--- src/rtl/game_timer_pkg.sv ---
// Shared types and constants for the period countdown clock.
package game_timer_pkg;

  localparam int DIGIT_W = 4;

  localparam logic [DIGIT_W-1:0] BCD_NINE = 4'd9;
  localparam logic [DIGIT_W-1:0] BCD_FIVE = 4'd5;
  localparam logic [DIGIT_W-1:0] BCD_ZERO = 4'd0;
  localparam logic [DIGIT_W-1:0] BCD_ONE  = 4'd1;

  typedef enum logic [1:0] {
    IDLE  = 2'd0,
    RUN   = 2'd1,
    PAUSE = 2'd2,
    DONE  = 2'd3
  } state_t;

  function automatic logic [DIGIT_W-1:0] tens_of(input int value);
    return DIGIT_W'(value / 10);
  endfunction

  function automatic logic [DIGIT_W-1:0] ones_of(input int value);
    return DIGIT_W'(value % 10);
  endfunction

endpackage

--- src/rtl/game_timer_bcd_digit_down.sv ---
// One BCD down-counting digit with a programmable wrap value; borrow_out
// fires in the cycle this digit wraps, enabling the next digit up.
module bcd_digit_down
  import game_timer_pkg::*;
#(
  parameter logic [DIGIT_W-1:0] RESET_VAL = 4'd0
) (
  input  logic               clock_in,
  input  logic               reset_n,
  input  logic               en,
  input  logic               load,
  input  logic [DIGIT_W-1:0] load_val,
  input  logic [DIGIT_W-1:0] max_val,
  output logic [DIGIT_W-1:0] q,
  output logic               borrow_out
);

  logic [DIGIT_W-1:0] q_r;

  // Digit register: load has priority over counting.
  always_ff @(posedge clock_in or negedge reset_n) begin
    if (!reset_n) begin
      q_r <= RESET_VAL;
    end else if (load) begin
      q_r <= load_val;
    end else if (en) begin
      q_r <= (q_r == BCD_ZERO) ? max_val : (q_r - 4'd1);
    end else begin
      q_r <= q_r;
    end
  end

  assign borrow_out = en & (q_r == BCD_ZERO);
  assign q          = q_r;

endmodule

--- src/rtl/game_timer.sv ---
// MM:SS period countdown clock: tick edge detect, 1 Hz prescaler, run/pause FSM.
// Optional expiry horn enabled by defining GAME_TIMER_BUZZER_EN.
module game_timer
  import game_timer_pkg::*;
#(
  parameter int TICKS_PER_SEC = 1562500,
  parameter int PRESCALE_W    = 21,
  parameter int PERIOD_MIN    = 10,
  parameter int PERIOD_SEC    = 0
`ifdef GAME_TIMER_BUZZER_EN
  , parameter int BUZZ_SEC    = 3
`endif
) (
  input  logic               clock_in,
  input  logic               reset_n,
  input  logic               tick_src,
  input  logic               start_stop,
  input  logic               load,
  output logic [DIGIT_W-1:0] min_tens,
  output logic [DIGIT_W-1:0] min_ones,
  output logic [DIGIT_W-1:0] sec_tens,
  output logic [DIGIT_W-1:0] sec_ones,
  output logic               running,
  output logic               expired,
  output logic               sec_pulse
`ifdef GAME_TIMER_BUZZER_EN
  , output logic             buzzer
`endif
);

  localparam logic [DIGIT_W-1:0]    LD_MT    = tens_of(PERIOD_MIN);
  localparam logic [DIGIT_W-1:0]    LD_MO    = ones_of(PERIOD_MIN);
  localparam logic [DIGIT_W-1:0]    LD_ST    = tens_of(PERIOD_SEC);
  localparam logic [DIGIT_W-1:0]    LD_SO    = ones_of(PERIOD_SEC);
  localparam logic [PRESCALE_W-1:0] PRE_LAST = PRESCALE_W'(TICKS_PER_SEC - 1);

  state_t                state_r, state_nxt_s;
  logic                  tick_q_r, tick_en_s;
  logic [PRESCALE_W-1:0] prescale_r;
  logic                  sec_pulse_r, running_r, expired_r;
  logic                  pre_adv_s, wrap_s, dec_s, last_s, zero_s, one_left_s;
  logic                  b0_s, b1_s, b2_s, b3_s;
  logic [DIGIT_W-1:0]    mt_s, mo_s, st_s, so_s;

  assign tick_en_s  = tick_src & ~tick_q_r;
  assign dec_s      = sec_pulse_r & ~load;
  assign zero_s     = (mt_s == BCD_ZERO) && (mo_s == BCD_ZERO) && (st_s == BCD_ZERO) && (so_s == BCD_ZERO);
  assign one_left_s = (mt_s == BCD_ZERO) && (mo_s == BCD_ZERO) && (st_s == BCD_ZERO) && (so_s == BCD_ONE);
  // A borrow out of the top digit can only mean underflow; treat it as expiry.
  assign last_s     = (dec_s & one_left_s) | b3_s;
  assign wrap_s     = pre_adv_s && (prescale_r == PRE_LAST);

`ifdef GAME_TIMER_BUZZER_EN
  localparam logic [7:0] BUZZ_LAST = 8'(BUZZ_SEC - 1);
  logic       buzzer_r;
  logic [7:0] buzz_cnt_r;

  assign pre_adv_s = tick_en_s & ((state_r == RUN) | ((state_r == DONE) & buzzer_r));

  // Horn: raised on entry to DONE, dropped after BUZZ_SEC prescaler wraps.
  always_ff @(posedge clock_in or negedge reset_n) begin
    if (!reset_n) begin
      buzzer_r   <= 1'b0;
      buzz_cnt_r <= 8'd0;
    end else if (load) begin
      buzzer_r   <= 1'b0;
      buzz_cnt_r <= 8'd0;
    end else if ((state_nxt_s == DONE) && (state_r != DONE)) begin
      buzzer_r   <= 1'b1;
      buzz_cnt_r <= 8'd0;
    end else if (buzzer_r && wrap_s) begin
      buzzer_r   <= (buzz_cnt_r != BUZZ_LAST);
      buzz_cnt_r <= buzz_cnt_r + 8'd1;
    end else begin
      buzzer_r   <= buzzer_r;
      buzz_cnt_r <= buzz_cnt_r;
    end
  end

  assign buzzer = buzzer_r;
`else
  assign pre_adv_s = tick_en_s & (state_r == RUN);
`endif

  // Rising-edge detector on the divider bit.
  always_ff @(posedge clock_in or negedge reset_n) begin
    if (!reset_n) begin
      tick_q_r <= 1'b0;
    end else begin
      tick_q_r <= tick_src;
    end
  end

  // Prescaler; holds its partial count while paused so no time is lost.
  always_ff @(posedge clock_in or negedge reset_n) begin
    if (!reset_n) begin
      prescale_r  <= '0;
      sec_pulse_r <= 1'b0;
    end else if (load) begin
      prescale_r  <= '0;
      sec_pulse_r <= 1'b0;
    end else if (wrap_s) begin
      prescale_r  <= '0;
      sec_pulse_r <= (state_r == RUN);
    end else if (pre_adv_s) begin
      prescale_r  <= prescale_r + PRESCALE_W'(1);
      sec_pulse_r <= 1'b0;
    end else begin
      prescale_r  <= prescale_r;
      sec_pulse_r <= 1'b0;
    end
  end

  // Next-state logic: load beats expiry, expiry beats start_stop.
  always_comb begin
    state_nxt_s = state_r;
    if (load) begin
      state_nxt_s = IDLE;
    end else if (last_s) begin
      state_nxt_s = DONE;
    end else if (start_stop) begin
      case (state_r)
        IDLE:    state_nxt_s = zero_s ? IDLE : RUN;
        RUN:     state_nxt_s = PAUSE;
        PAUSE:   state_nxt_s = RUN;
        DONE:    state_nxt_s = DONE;
        default: state_nxt_s = IDLE;
      endcase
    end else begin
      state_nxt_s = state_r;
    end
  end

  // State register with status flags decoded alongside it.
  always_ff @(posedge clock_in or negedge reset_n) begin
    if (!reset_n) begin
      state_r   <= IDLE;
      running_r <= 1'b0;
      expired_r <= 1'b0;
    end else begin
      state_r   <= state_nxt_s;
      running_r <= (state_nxt_s == RUN);
      expired_r <= (state_nxt_s == DONE);
    end
  end

  bcd_digit_down #(.RESET_VAL(LD_SO)) u_sec_ones (
    .clock_in(clock_in), .reset_n(reset_n), .en(dec_s), .load(load),
    .load_val(LD_SO), .max_val(BCD_NINE), .q(so_s), .borrow_out(b0_s)
  );
  bcd_digit_down #(.RESET_VAL(LD_ST)) u_sec_tens (
    .clock_in(clock_in), .reset_n(reset_n), .en(b0_s), .load(load),
    .load_val(LD_ST), .max_val(BCD_FIVE), .q(st_s), .borrow_out(b1_s)
  );
  bcd_digit_down #(.RESET_VAL(LD_MO)) u_min_ones (
    .clock_in(clock_in), .reset_n(reset_n), .en(b1_s), .load(load),
    .load_val(LD_MO), .max_val(BCD_NINE), .q(mo_s), .borrow_out(b2_s)
  );
  bcd_digit_down #(.RESET_VAL(LD_MT)) u_min_tens (
    .clock_in(clock_in), .reset_n(reset_n), .en(b2_s), .load(load),
    .load_val(LD_MT), .max_val(BCD_NINE), .q(mt_s), .borrow_out(b3_s)
  );

  assign min_tens  = mt_s;
  assign min_ones  = mo_s;
  assign sec_tens  = st_s;
  assign sec_ones  = so_s;
  assign running   = running_r;
  assign expired   = expired_r;
  assign sec_pulse = sec_pulse_r;

endmodule
--- config.mk ---
export PLATFORM = sky130hd
export DESIGN_NAME = game_timer
export DESIGN_NICKNAME = d
export VERILOG_FILES = /design/src/rtl/game_timer_pkg.sv /design/src/rtl/game_timer_bcd_digit_down.sv /design/src/rtl/game_timer.sv
export SDC_FILE = /design/constraint.sdc
export NUM_CORES = 1
export LEC_CHECK = 0
export CORE_ASPECT_RATIO = 1.75
export CORE_UTILIZATION = 55
export CTS_CLUSTER_SIZE = 10
export DETAILED_ROUTE_END_ITERATION = 10
export PLACE_DENSITY = 0.78
export SYNTH_ARGS = -nofsm -noshare
export SYNTH_HDL_FRONTEND = slang
export SYNTH_SLANG_ARGS = --single-unit
--- constraint.sdc ---
create_clock -name clock_in -period 5 [get_ports clock_in]
set_input_delay 0.5 -clock clock_in [delete_from_list [all_inputs] [get_ports clock_in]]
set_output_delay 0.5 -clock clock_in [all_outputs]
set_load 0.01 [all_outputs]
* After elaboration in Yosys (flattened, before gate mapping)
Cells that the tools add are included.
Widths: inputs -> output; s select.
** Word-level totals
- Flip-flop bits (word level) :: 43
- Output and inout port bits :: 19
- Word-level logic and storage cells :: 70
- Bits of input ports :: 5
** Cells by class
- Multiplexer cells :: 22
- Add/sub/neg operators :: 5
- Reduce and logical (&&, ||, !) cells :: 15
- Equal/unequal tests :: 7
- Bitwise gates (word level) :: 11
** Operators with widths (number)
- $mux 21 :: 3
- $mux 4 :: 12
- $add 21x1->21 const B :: 1
- $eq 21x21->1 const B :: 1
- $logic_not 4->1 :: 4
- $sub 4x1->4 const B :: 4
- $and 1x1->1 :: 8
- $pmux 2 s4 :: 1
- $reduce_bool 2->1 :: 4
- $eq 2x2->1 const B :: 3
- $mux 2 :: 3
- $logic_and 1x1->1 :: 5
- $eq 2x1->1 const B :: 2
- $eq 4x1->1 const B :: 1
- $mux 1 :: 3
- $reduce_bool 3->1 :: 1
- $logic_not 2->1 :: 1
- $not 1->1 :: 2
- $or 1x1->1 :: 1

* Longest topological paths before layout
Gate-level depths: netlist of run 1.
- Depth after elaboration :: 10
- Depth in mapped cells :: 7
- Gate-level depth less buffers :: 6

* By module
From an unflattened synthesis of run 1, not the netlist that was laid out.
** Second synthesis, totals
- Cell total of the unflattened synthesis :: 299
- Area total of the unflattened synthesis :: 2738.9 um^2
** Modules (own cells, without submodules)
- game_timer :: seq. area each 675.6 um^2, area an instance 1496.4 um^2, times used 1, cells an instance 159
- bcd_digit_down at u_min_ones ... :: seq. area each 100.1 um^2, area an instance 310.3 um^2, times used 3, cells an instance 35
- bcd_digit_down at u_min_tens :: seq. area each 101.3 um^2, area an instance 311.5 um^2, times used 1, cells an instance 35

* Worst setup path after synthesis of run 1
No wires, ideal clock.
- Kind :: flip-flop to flip-flop
- Start point :: register u_min_ones.q_r[0] (netlist: u_min_ones.q[0])
- End point :: register u_min_tens.q_r[2] (netlist: u_min_tens.q[2])
- Buffers on the path :: 0
- Stages on the path, launching flop included :: 7
- Clock period less this slack :: 1770 ps
- Slack :: 3230 ps
- Arrival time :: 1692 ps
- Data required time :: 4922 ps
- Library setup time :: 78 ps
- Path through :: dfrtp_1 inv_1 ha_1 nor3b_2 nand4_2 or4_1 a21oi_1
** Between the ends
- Longest elaborated chain between the ends :: 3
** RTL lines
- start, declared :: line game_timer_bcd_digit_down.sv:18 : logic [DIGIT_W-1:0] q_r;
- start signal, assigned :: line game_timer_bcd_digit_down.sv:25 : q_r <= load_val;
- start signal, assigned :: line game_timer_bcd_digit_down.sv:27 : q_r <= (q_r == BCD_ZERO) ? max_val : (q_r - 4'd1);
- start signal, assigned :: line game_timer_bcd_digit_down.sv:29 : q_r <= q_r;
- $logic_not 4->1 :: line game_timer_bcd_digit_down.sv:33 : assign borrow_out = en & (q_r == BCD_ZERO);
- $and 1x1->1 :: line game_timer_bcd_digit_down.sv:33
- $reduce_bool 2->1 (no line)
- end signal, assigned :: line game_timer_bcd_digit_down.sv:25
- end signal, assigned :: line game_timer_bcd_digit_down.sv:27
- end signal, assigned :: line game_timer_bcd_digit_down.sv:29
- end, declared :: line game_timer_bcd_digit_down.sv:18
No other way between the ends.
A chain may end at the register's enable or synchronous reset.

* Final worst setup path of run 1
- Start point :: input load
- End point :: register prescale_r[16]
** Between the ends
- Longest elaborated chain between the ends :: 1
- Elaborated cells between the ends (all ways) :: 2
- Those cells by class :: mux: 1; reduce/logical: 1
** RTL lines
- start, declared :: line game_timer.sv:18 : input logic load,
- $reduce_bool 3->1 (no line) or $mux 21 (tied branches)
- end signal, assigned :: line game_timer.sv:106 : prescale_r <= prescale_r + PRESCALE_W'(1);
- end signal, assigned :: line game_timer.sv:109 : prescale_r <= prescale_r;
- end, declared :: line game_timer.sv:39 : logic [PRESCALE_W-1:0] prescale_r;
Several ways; a longest one is shown, not always the timed one.

==> metrics.yaml, run 1 <==
cts.sinks: 43
syn_avg_cell_area_um2: 9.61
cts_tree: "built"
final_layout_size_suffix_gt1_frac: 0.0669
fin_cells: 318
rsz0062_at_grt: "false"
pre_cts_slack_ps: 2130
synth_nets: 258
grt_pass1_wl_um: 8910
setup_viol: 0
place_congestion: 0.827
hold_class: "input port to async pin"
clkTransAtPathRegs_ps: 80
synth-compound-area-share: 0.173
io-pin-count: 24
syn_area_um2: 2360
slowest_delay_ps: 1080
arrival_ps: 2800
num_rows: 31
synth_top_area_frac: 0.444
hpwl_um: 3700
synth_xor_area_frac: 0.0259
synth_top_family_by_area: "simple AND/OR/NAND/NOR gates"
synthMuxAreaShare: 0.0132
cts_root_buffer: "clkbuf_8"
setup_ws_ps: 2420
min_period_ps: 2580
viasPerCell: 6.22
area_delta_synth_final_pct: 16.0
syn_inst: 246
crit_fanout: 25
synth_simple_gate_area_frac: 0.256
fin_worst_skew_ps: 6.51
yosysSeqAreaShare: 0.456
avgRoutedWirePerCell_um: 16.2
max_freq_ghz: 0.387
ys_ff_latch: 43
finalSetupTns_ps: 0
cp_slowest_cell: "clkdlybuf4s50_1"
grt_max_degree: 44
yosys_warnings: 0
synth-adder-area-share: 0.0370
async_flop_share: 1.00
coreArea_um2: 4110
crit_path_start_kind: "input port"
finalHoldViolations: 0
final.period_utilization: 0.517
grt-ovfl-total: 0
power_density_nw_per_um2: 254
n_antenna_cell: 0
vias: 1977
synth-main-ff-cell: "dfrtp_1"
cp_top_family: "buffers and inverters"
ant_nets: 0
ctsResizeCount: 0
drcViolationCount: 0
fp.dieW_um: 51.6
whs_ps: 341
maxCapViolations: 0
max-slew-margin-rel: 0.355
fin_nets: 280
placed_area_um2: 2610
crit_type: "input port to flop"
run_status: "completed"
antenna_found_initial: 0
critPathBufInv: 1
crit_chain: "clkdlybuf4s50_1 -> o21ai_1 -> or4_1 -> a21oi_1"
synth-edff-count: 0
htree_levels: 2
tightestPinTransition_ps: 968
ir_drop_mv: 0.206
clk_latency_ps: 300
die-area_um2: 4580
crit_required_ps: 5220
r2r_slack_ps: 2920
dp_cells: 310
leakagePower_nw: 1.10
final_cell_area_um2: 2740
die_h_um: 88.7
slew_viol_final: 0
wl_um: 5140
drt_iter0_drc: 28
grt_pass1_vias: 1993
hold_buffers: 0
numCtsBuffers: 5
cts_buffer_depth: 2
io_buffers: 23
synth.area.top_cells: "dfrtp_1 44%, a21oi_1 4.7%, ha_1 3.7%"
initial_core_util: 0.575
post_cts.repair.setup_buffers: 0
critPathCaptureType: "flop"
dr.pass1.iters: 4
yosys.area.top_type: "dfrtp_1"
grtUsageTotal: 0.261
ys_types: 50
[cell families after synthesis]
logic type,count (synthesis)
buffers and inverters,22
multiplexers,3
adder cells (fa/ha/maj),7
flip-flops,43
XOR/XNOR,7
AO/OA/AOI/OAI,66
AND/OR/NAND/NOR,98
[state kept, by name (all words and copies together), names as in the netlist]
name	cells
state_r	2
expired	1
tick_q_r	1
sec_pulse	1
running	1
u_sec_ones.q	4
u_min_ones.q	4
u_min_tens.q	4
prescale_r	21
u_sec_tens.q	4
[path summary, 6_finish.rpt]
check,from,to,cells past startpoint
setup / recovery,load,prescale_r[16],4
hold / removal,reset_n,u_min_tens.q[3],1
setup reg to reg,u_min_ones.q[0],u_min_tens.q[2],6
hold reg to reg,prescale_r[18],prescale_r[18],2
max in group asynchronous,reset_n,u_min_ones.q[0],1
min in group clock_in,prescale_r[18],prescale_r[18],2
[Yosys cell counts (2+ instances only)]
cell       instances
or4_1              8
o21ai_0           14
nor3_1             5
nand2b_1           3
mux2i_1            2
inv_1             13
buf_2              2
nor2b_1            5
nor4b_1            2
nor4bb_1           2
and3_1             7
o31ai_1           10
clkbuf_1           4
xor2_1             7
nor3b_1            2
ha_1               7
dfrtp_1           42
and4_1             4
o211ai_1           3
buf_4              2
nand3_1            5
or3_1              6
nor4_1             2
nor2_1            16
o21bai_1           2
a31oi_1            3
nor3b_2            2
o21a_1             2
a21oi_1           22
nand4_1            7
nand2_1           15
o2111ai_1          2
[power breakdown]
part	internal [mW]	leakage [nW]	switching, mW
Clock	0.200	0.0654	0.120
Sequential	0.350	0.592	0.00199
Combinational	0.00768	0.447	0.0173
Total	0.557	1.10	0.140
[stage by stage]
step                       util  power, mW
final                     0.667      0.697
after global routing      0.667      0.721
after CTS                 0.667      0.702
after detailed placement  0.635      0.384
after global placement    0.635      0.384
after floorplan               -      0.370
[layer usage]
| layer | global-route usage | share of wire |
|---|---|---|
| met2 | 0.495 | 0.57 |
| met4 | 0.123 | 0.028 |
| met1 | 0.263 | 0.38 |
| met3 | 0.0498 | 0.028 |
| met5 | 0 | 0 |
[cell type report]
class | count | area [µm²]
Clock buffer | 6 | 72.6
Clock inverter | 2 | 60.1
Fill cell | 360 | 1370
Inverter | 14 | 52.6
Multi-Input combinational cell | 181 | 1190
Sequential cell | 43 | 1080
Tap cell | 49 | 61.3
Timing Repair Buffer | 23 | 225
[layout by cell type (no fill, tap or decap), types with 6 or more instances in the layout]
cell type and count:
xor2_1 7, nand2_1 15, a21oi_1 22, clkdlybuf4s50_1 22, nor2_1 16, or4_1 8
dfrtp_1 42, or3_1 6, inv_1 13, o21ai_0 14, and3_1 7, o31ai_1 10
ha_1 7, nand4_1 7
Note: power is estimated with default switching activity, not from simulation.
==> run 2: changes to the inputs <==
- clock period: 5 -> 2.5 ns (I/O delays scaled with it)
==> metrics.yaml, run 2 (same netlist as run 1, synthesis figures left out) <==
num_rows: 31
reg2reg_depth: 6
cp_slowest_cell: "or4_1"
maxCapViolations: 0
crit_chain: "inv_1 -> ha_1 -> nor3b_2 -> nand4_2 -> or4_1 -> a21oi_1"
grt-ovfl-total: 0
crit_cells: 6
dr.max_layer_used: "met4"
multi_input_area_um2: 1190
post_cts.repair.setup_buffers: 0
numCtsBuffers: 5
coreArea_um2: 4110
wl_met1_um: 1950
dr.pass1.iters: 4
cts_root_buffer: "clkbuf_8"
n_antenna_cell: 0
final_cell_mix: "42 x dfrtp_1, 22 x a21oi_1, 22 x clkdlybuf4s50_1, 16 x nor2_1, 15 x nand2_1"
finalSetupTns_ps: 0
crit_path_start_kind: "flop"
drcViolationCount: 0
cp_top_family: "simple AND/OR/NAND/NOR gates"
cts_buffer_depth: 2
finalHoldViolations: 0
largest_reg_flops: 21
placed_area_um2: 2660
initial_core_util: 0.575
area_delta_synth_final_pct: 17.3
drt_iter0_drc: 38
antenna_found_initial: 0
hold_buffers: 0
die_h_um: 88.7
slowest_delay_ps: 450
r2r_slack_ps: 470
clk_latency_ps: 290
whs_ps: 88.7
crit_required_ps: 2720
clkTransAtPathRegs_ps: 80
final_cell_area_um2: 2770
dr_wl_met3_um: 164
ant_nets: 0
io_buffers: 23
cts.sinks: 43
largest-register: "prescale_r"
io-pin-count: 24
hpwl_um: 3730
viasPerCell: 6.16
cts_tree: "built"
r2r-end: "u_min_tens.q[2]"
max_freq_ghz: 0.493
hold_class: "input port to async pin"
ir_drop_mv: 0.449
die-area_um2: 4580
grt_pass1_vias: 1869
power_density_nw_per_um2: 475
slew_viol_final: 0
max-slew-margin-rel: 0.374
tightestPinTransition_ps: 939
dr_wl_met2_um: 2870
min_period_ps: 2030
leakagePower_nw: 1.13
final.period_utilization: 0.812
place_congestion: 0.850
critPathBufInv: 1
setup_viol: 0
critPathCaptureType: "flop"
fin_worst_skew_ps: 3.56
fp.dieW_um: 51.6
rsz0062_at_grt: "false"
run_status: "completed"
arrival_ps: 2250
grtUsageTotal: 0.248
grt_pass1_wl_um: 8360
r2r_start: "u_sec_tens.q[0]"
crit_fanout: 8
ctsResizeCount: 0
cp-endpoint: "u_min_tens.q[2]"
cp-startpoint: "u_sec_tens.q[0]"
avgRoutedWirePerCell_um: 15.8
vias: 1997
final_layout_size_suffix_gt1_frac: 0.0909
fin_nets: 286
wl_um: 5120
regArea_um2: 1080
htree_levels: 2
grt_max_degree: 44
crit_type: "flop to flop"
final_common_cell: "dfrtp_1"
nFillCells: 342
run 2: worst min-delay path by stage:
stage             from         endpoint  slack, ps  cells past startpoint
2_1_floorplan  reset_n          expired        -50                      0
3_3_place_gp   reset_n  u_min_tens.q[1]        450                      1
3_5_place_dp   reset_n  u_min_tens.q[1]        460                      1
4_1_cts        reset_n  u_sec_ones.q[0]        130                      1
5_1_grt        reset_n  u_min_tens.q[1]        180                      1
6_report       reset_n  u_min_tens.q[1]         90                      1
run 2: area by class of cell:
| class | instances | area share |
|---|---|---|
| flip-flops and latches | 43 | 0.388 |
| inverters | 14 | 0.0189 |
| multi-input cells | 181 | 0.431 |
| well taps | 49 | 0.0221 |
| clock buffers | 6 | 0.0298 |
| repair buffers | 29 | 0.0974 |
| clock inverters | 2 | 0.0126 |
run 2: metrics by stage:
step / power (mW) / std cells / setup WS, ps / util
after floorplan: 0.740 / 246 / 730 / -
after global placement: 0.774 / 316 / 423 / 0.646
after detailed placement: 0.775 / 316 / 347 / 0.646
after CTS: 1.34 / 324 / 467 / 0.675
after global routing: 1.37 / 324 / 300 / 0.675
final: 1.32 / 324 / 470 / 0.675
run 2: per-layer routing:
layer / GRT usage / up-vias
met1: 0.254 / 965
met4: 0.133 / 0
li1: - / 966
met2: 0.459 / 52
met3: 0.0447 / 14
met5: 0 / -
run 2: power by group:
part           switching [mW]  total, mW  leakage, nW  internal [mW]
clock network           0.234      0.558       0.0612          0.323
logic                  0.0363     0.0559        0.475         0.0195
registers             0.00421      0.704        0.592          0.700
total                   0.275       1.32         1.13           1.04
run 2: worst register-to-register path: cells and delay by family, from the launching register on:
kind	cells	cell delay, ps
fa+ha+maj	1	180
simple gates	3	1120
buf+inv	1	100
compound gates	1	150
flops	1	410
